[src/rtl/wb_scoreboard.sv]
// Issue-stage scoreboard: per-register writeback countdowns drive RAW, WAW and
// write-port hazard detection for the instruction waiting in decode.
module wb_scoreboard #(
    parameter int NREG    = 32,
    parameter int ADDR_W  = 5,
    parameter int CNT_W   = 3,
    parameter int ALU_LAT = 3,
    parameter int MUL_LAT = 7,
    parameter int LD_LAT  = 4,
    parameter int ALU_RDY = 2,
    parameter int MUL_RDY = 1,
    parameter int LD_RDY  = 1
) (
    input  logic              clk_i,
    input  logic              rst_i,
    input  logic              issue_valid_i,
    input  logic              issue_wr_en_i,
    input  logic [ADDR_W-1:0] issue_rd_i,
    input  logic [1:0]        issue_kind_i,
    input  logic              issue_use_rs1_i,
    input  logic [ADDR_W-1:0] issue_rs1_i,
    input  logic              issue_use_rs2_i,
    input  logic [ADDR_W-1:0] issue_rs2_i,
    input  logic              hold_i,
    output logic              issue_fire_o,
    output logic              stall_o,
    output logic              stall_raw_o,
    output logic              stall_waw_o,
    output logic              stall_port_o,
    output logic [NREG-1:0]   busy_vec_o
);

    // One extra bit so L+1 of the longest producer never aliases onto a small count.
    function automatic logic [CNT_W:0] lat_of(input logic [1:0] k);
        case (k)
            2'b01:   lat_of = (CNT_W+1)'(MUL_LAT);
            2'b10:   lat_of = (CNT_W+1)'(LD_LAT);
            default: lat_of = (CNT_W+1)'(ALU_LAT);
        endcase
    endfunction

    function automatic logic [CNT_W:0] rdy_of(input logic [1:0] k);
        case (k)
            2'b01:   rdy_of = (CNT_W+1)'(MUL_RDY);
            2'b10:   rdy_of = (CNT_W+1)'(LD_RDY);
            default: rdy_of = (CNT_W+1)'(ALU_RDY);
        endcase
    endfunction

    logic [NREG-1:0]  busy_reg;
    logic [NREG-1:0]  busy_next;
    logic [CNT_W-1:0] cnt_reg   [NREG];
    logic [CNT_W-1:0] cnt_next  [NREG];
    logic [1:0]       kind_reg  [NREG];
    logic [1:0]       kind_next [NREG];

    logic [NREG-1:0]  ready_vec;
    logic [NREG-1:0]  port_hit;
    logic [NREG-1:0]  write_sel;
    logic [CNT_W:0]   new_lat;
    logic             wr_req;
    logic             wr_fire;

    assign new_lat = lat_of(issue_kind_i);
    assign wr_req  = issue_valid_i & issue_wr_en_i & (issue_rd_i != '0);

    genvar gi;
    generate
        for (gi = 0; gi < NREG; gi++) begin : g_reg
            assign ready_vec[gi] = (gi == 0) || !busy_reg[gi]
                                   || ({1'b0, cnt_reg[gi]} <= rdy_of(kind_reg[gi]));
            assign port_hit[gi]  = busy_reg[gi] && ({1'b0, cnt_reg[gi]} == new_lat + 1'b1);
            assign write_sel[gi] = wr_fire && (issue_rd_i == ADDR_W'(gi));

            // A WAW stall guarantees the target entry is idle when it is written.
            assign busy_next[gi] = hold_i        ? busy_reg[gi] :
                                   write_sel[gi] ? 1'b1 :
                                   (busy_reg[gi] && (cnt_reg[gi] != CNT_W'(1)));
            assign cnt_next[gi]  = hold_i        ? cnt_reg[gi] :
                                   write_sel[gi] ? new_lat[CNT_W-1:0] :
                                   busy_reg[gi]  ? cnt_reg[gi] - 1'b1 : cnt_reg[gi];
            assign kind_next[gi] = (!hold_i && write_sel[gi]) ? issue_kind_i : kind_reg[gi];
        end
    endgenerate

    assign stall_raw_o  = issue_valid_i
                          & ((issue_use_rs1_i & !ready_vec[issue_rs1_i])
                           | (issue_use_rs2_i & !ready_vec[issue_rs2_i]));
    assign stall_waw_o  = wr_req & busy_reg[issue_rd_i];
    assign stall_port_o = wr_req & (|port_hit);
    assign stall_o      = stall_raw_o | stall_waw_o | stall_port_o;
    assign issue_fire_o = issue_valid_i & !stall_o & !hold_i;
    assign wr_fire      = issue_fire_o & issue_wr_en_i & (issue_rd_i != '0);
    assign busy_vec_o   = busy_reg;

    always_ff @(posedge clk_i) begin
        if (rst_i) begin
            busy_reg <= '0;
            cnt_reg  <= '{default: '0};
            kind_reg <= '{default: '0};
        end else begin
            busy_reg <= busy_next;
            cnt_reg  <= cnt_next;
            kind_reg <= kind_next;
        end
    end

endmodule

[config.mk]
export PLATFORM = sky130hd
export DESIGN_NAME = wb_scoreboard
export DESIGN_NICKNAME = d
export VERILOG_FILES = /design/src/rtl/wb_scoreboard.sv
export SDC_FILE = /design/constraint.sdc
export NUM_CORES = 1
export LEC_CHECK = 0
export BUFFER_PORTS_ARGS = -buffer_cell sky130_fd_sc_hd__buf_2
export CORE_MARGIN = 2
export CORE_UTILIZATION = 50
export CTS_BUF_LIST = sky130_fd_sc_hd__clkbuf_4 sky130_fd_sc_hd__clkbuf_8 sky130_fd_sc_hd__clkbuf_16
export CTS_CLUSTER_DIAMETER = 30
export DETAILED_ROUTE_END_ITERATION = 10
export PLACE_DENSITY = 0.76
export SLEW_MARGIN = 10
export SYNTH_ARGS = -nofsm -noshare
export SYNTH_HDL_FRONTEND = slang
export SYNTH_SLANG_ARGS = --single-unit
export TNS_END_PERCENT = 5
[constraint.sdc]
create_clock -name clk_i -period 8.68 [get_ports clk_i]
set_input_delay 0.434 -clock clk_i [delete_from_list [all_inputs] [get_ports clk_i]]
set_output_delay 0.434 -clock clk_i [all_outputs]
set_load 0.02 [all_outputs]
==> impl_table.tex <==
\begin{tabular}{lr}
\hline
Metric & Value \\
\hline
\multicolumn{2}{l}{\textbf{Die}} \\
Total Die Area & 0.0273 mm2 \\
Initial standard-cell utilization of the core & 51.3\% \\
Core Region & 0.0253 mm2 \\
Number of placed I/O pins & 61 \\
Die Y & 165 um \\
Cell row count & 58 \\
Floorplan die width & 165 um \\
\multicolumn{2}{l}{\textbf{Critical path}} \\
Source of the worst register-to-register timing path & kind\_reg[6] \\
R2R Setup Slk & 4.25 ns \\
Slowest cell on crit path & sky130\_fd\_sc\_hd\_\_o311ai\_0 \\
Worst setup EP type & output port \\
Worst Path Max Fanout & 36 \\
Most prevalent standard cell on the critical path & sky130\_fd\_sc\_hd\_\_nor4\_1 \\
Maximum single-stage delay on the critical path & 0.82 ns \\
Data arrival, critical path & 4.36 ns \\
Cell depth of the worst flop-to-flop path & 11 \\
Endpoint of the lowest-slack register-to-register path & cnt\_reg[2] \\
Data required time at the worst endpoint & 8.25 ns \\
Worst setup path class & register to output port \\
Critical path cell sequence & xor2\_1, ha\_1, nor2b\_1, o311ai\_0, o22ai\_1, nor4\_1, nor4\_1, a311oi\_4, buf\_4, nor2\_1, or2\_2, buf\_2 \\
Nature of the critical path startpoint & register \\
\multicolumn{2}{l}{\textbf{Synth}} \\
Share of the synthesized area in compound gates (AO/OA/AOI/OAI) & 7.89\% \\
Share of the yosys chip area belonging to registers & 29.3\% \\
Synth Warn \# & 0 \\
Share of synthesized cell area in full adder, half adder and majority cells & 12.3\% \\
Multiplexer fraction of the synthesized cell area & 14.6\% \\
Flop and latch count out of synthesis & 190 \\
Top post-synthesis cells by area & sky130\_fd\_sc\_hd\_\_dfxtp\_1 29\%, sky130\_fd\_sc\_hd\_\_ha\_1 12\%, sky130\_fd\_sc\_hd\_\_mux2\_2 8.0\% \\
Top cell type by total area after synthesis & sky130\_fd\_sc\_hd\_\_dfxtp\_1 \\
Most instantiated cells after synthesis & 190 x sky130\_fd\_sc\_hd\_\_dfxtp\_1, 160 x sky130\_fd\_sc\_hd\_\_nor2\_1, 128 x sky130\_fd\_sc\_hd\_\_ha\_1 \\
Top cell type's share of synthesized area & 29.3\% \\
Post-synthesis share of cell area spent on xor and xnor gates & 8.56\% \\
Post-synthesis simple-gate area fraction & 23.0\% \\
Count of distinct cell types in the synthesized netlist & 49 \\
Net count of the mapped netlist & 1609 \\
Post-Syn Area per Cell & 8.92 um2 \\
Dominant combinational cell family by area after synthesis & simple AND/OR/NAND/NOR gates \\
Proportion of synthesized flip-flops having asynchronous set or reset & 0\% \\
Most repeated cell in the gate-level netlist after synthesis & sky130\_fd\_sc\_hd\_\_dfxtp\_1 \\
Post-synth top flop & sky130\_fd\_sc\_hd\_\_dfxtp\_1 \\
Synthesized instance count & 1457 \\
Number of flops mapped to enable cells by yosys & 0 \\
Post-synth design cell area & 0.0130 mm2 \\
\multicolumn{2}{l}{\textbf{Clock tree}} \\
CTS tree & built \\
CTS buffer count & 17 \\
Maximum count of clock buffers along a single path & 2 \\
Hold buffers post-CTS & 0 \\
Cells resized by post-CTS repair & 0 \\
CTS clock-pin slew for the worst setup and hold paths & 0.07 ns \\
Clock tree root driver cell & sky130\_fd\_sc\_hd\_\_clkbuf\_16 \\
Number of clock sinks seen by CTS & 190 \\
Clock Latency Late Sink & 0.44 ns \\
Post-CTS Repair Setup Buffers & 0 \\
Max H-tree Level & 4 \\
\multicolumn{2}{l}{\textbf{Placement}} \\
GP Congestion & 0.964 \\
Worst setup timing slack at the placement stage & 4.29 ns \\
Placed standard-cell area & 0.0135 mm2 \\
Final HPWL from detailed placement & 24500 um \\
Port Buffer Count & 60 \\
\multicolumn{2}{l}{\textbf{Drt}} \\
Vias per cell & 5.89 \\
Total wirelength of the detailed-routed design & 35100 um \\
Number of routed nets with antenna violations & 0 \\
Via Count & 10723 \\
Detailed Route Iter0 Violations & 816 \\
Number of search-and-repair iterations in the first detailed-routing pass & 5 \\
Remaining DRCs & 0 \\
Average wire per cell in the routed design & 19.3 um \\
\multicolumn{2}{l}{\textbf{Global routing}} \\
Via count of the first global-routing pass & 10406 \\
All-layer global routing usage & 26.4\% \\
Total gr overflow & 0 \\
Antenna violations before repair & 1 \\
Wire length of the first global-routing pass & 56200 um \\
Largest net degree at the start of global routing & 100 \\
\multicolumn{2}{l}{\textbf{Pwr}} \\
Leakage power summed over all cells & 6.35 nW \\
Maximum VDD drop & 0.000105 V \\
PwrDens & 128 mW/mm2 \\
\multicolumn{2}{l}{\textbf{Min path}} \\
Instance count along the most critical hold path & 2 \\
Min-Delay Endpoint & kind\_reg[5] \\
Start point of the worst min-delay path & kind\_reg[5] \\
Hold/Removal Path Class & register to register \\
\multicolumn{2}{l}{\textbf{STA}} \\
Final worst hold slack & 0.490 ns \\
Worst Max-Slew Pin Slew & 1.11 ns \\
Final Max Tran Viols & 0 \\
Worst setup margin & 3.88 ns \\
Fmax achieved & 208 MHz \\
Total negative setup slack & 0 ns \\
Worst-case headroom to the max-slew limit & 25.2\% \\
Setup repair after global routing missed its margin & no \\
Min Tclk post-route & 4.80 ns \\
Final Hold Fails & 0 \\
Period utilisation layout & 55.3\% \\
Clk\_skew & 0.0129 ns \\
Setup Viol. Count Final & 0 \\
\multicolumn{2}{l}{\textbf{Final layout}} \\
Flip-flop count of the largest register after layout & 96 \\
Signed area change from the synthesized netlist to the final layout & 8.57\% \\
Fraction of final layout cells with drive strength greater than 1 & 16.2\% \\
Area of all sequential standard cells & 0.00380 mm2 \\
Final nets & 1629 \\
FILL cells & 2187 \\
Layout Utilization & 55.7\% \\
Finished Cell Area & 0.0141 mm2 \\
Multi-input logic area & 0.00866 mm2 \\
\multicolumn{2}{l}{\textbf{Outcome}} \\
Status & completed \\
\multicolumn{2}{l}{\textbf{Run}} \\
Count of max-cap constraint violations & 0 \\
\hline
\end{tabular}
[power breakdown]
group / switching (mW) / total, mW / internal [mW]
Combinational: 0.107 / 0.150 / 0.0431
Clock: 0.366 / 0.783 / 0.417
Sequential: 0.00374 / 0.878 / 0.874
Total: 0.477 / 1.81 / 1.33
[kinds of logic (layout without fill, tap and decap cells)]
| logic type | Yosys count | count (layout) |
|---|---|---|
| simple gates | 556 | 556 |
| mux | 171 | 171 |
| compound gates | 145 | 145 |
| buf+inv | 140 | 173 |
| xor+xnor | 127 | 127 |
| fa+ha+maj | 128 | 128 |
| other cells | 0 | 1 |
| flops | 190 | 190 |
[layer usage]
metal / part of all wire [%] / track usage (%)
met1: 43 / 33.6
met2: 47 / 44.0
met3: 5.8 / 4.12
met4: 4.3 / 12.2
met5: 0 / 0
[placed cells by master, fill, tap and decap left out, types with 17 or more instances in the layout]
| cell | netlist | layout |
|---|---|---|
| sky130_fd_sc_hd__nor2_1 | 160 | 158 |
| sky130_fd_sc_hd__nand4_2 | 25 | 25 |
| sky130_fd_sc_hd__buf_2 | 10 | 59 |
| sky130_fd_sc_hd__nand2b_1 | 80 | 80 |
| sky130_fd_sc_hd__nand3b_1 | 35 | 35 |
| sky130_fd_sc_hd__mux2i_1 | 73 | 73 |
| sky130_fd_sc_hd__xor2_1 | 73 | 73 |
| sky130_fd_sc_hd__a21oi_1 | 38 | 38 |
| sky130_fd_sc_hd__nand2_1 | 112 | 112 |
| sky130_fd_sc_hd__a211oi_1 | 28 | 28 |
| sky130_fd_sc_hd__nand4_1 | 33 | 33 |
| sky130_fd_sc_hd__mux2_2 | 92 | 92 |
| sky130_fd_sc_hd__nor2b_1 | 65 | 65 |
| sky130_fd_sc_hd__inv_1 | 71 | 71 |
| sky130_fd_sc_hd__o311ai_0 | 29 | 29 |
| sky130_fd_sc_hd__clkbuf_16 | 0 | 17 |
| sky130_fd_sc_hd__xnor2_1 | 54 | 54 |
| sky130_fd_sc_hd__dfxtp_1 | 190 | 190 |
| sky130_fd_sc_hd__ha_1 | 128 | 127 |
[worst max path at each step]
stage / start / to / slack, ns / depth (start not counted)
after global routing: kind_reg[29] / issue_fire_o / 3.59 / 12
after floorplan: kind_reg[22] / issue_fire_o / 5.10 / 12
after detailed placement: issue_kind_i[0] / cnt_reg[83] / 4.29 / 13
after global placement: kind_reg[18] / cnt_reg[1] / 4.31 / 11
after CTS: kind_reg[21] / stall_o / 3.93 / 12
final: kind_reg[6] / stall_o / 3.88 / 12
[worst max-delay path: cells and delay by family (launching register included)]
family	cells	cell delay, ns
AO/OA/AOI/OAI	3	1.31
AND/OR/NAND/NOR	5	1.00
buffers and inverters	2	0.73
flip-flops	1	0.36
adder cells (fa/ha/maj)	1	0.29
XOR/XNOR	1	0.23
[per-stage QoR]
step,total power [mW],cells
3_5_place_dp,1.04,1788
3_3_place_gp,1.04,1788
4_1_cts,1.82,1820
5_1_grt,1.87,1820
6_report,1.81,1821
2_1_floorplan,0.996,1457
[cell type report]
cell class	instances	area share, %
multi-input cells	1127	61.4
clock buffers	19	3.21
flip-flops and latches	190	27.0
clock inverters	13	0.905
repair buffers	69	2.63
diodes	1	0.0177
inverters	72	1.92
well taps	330	2.93
(Power assumes the default switching activity.)
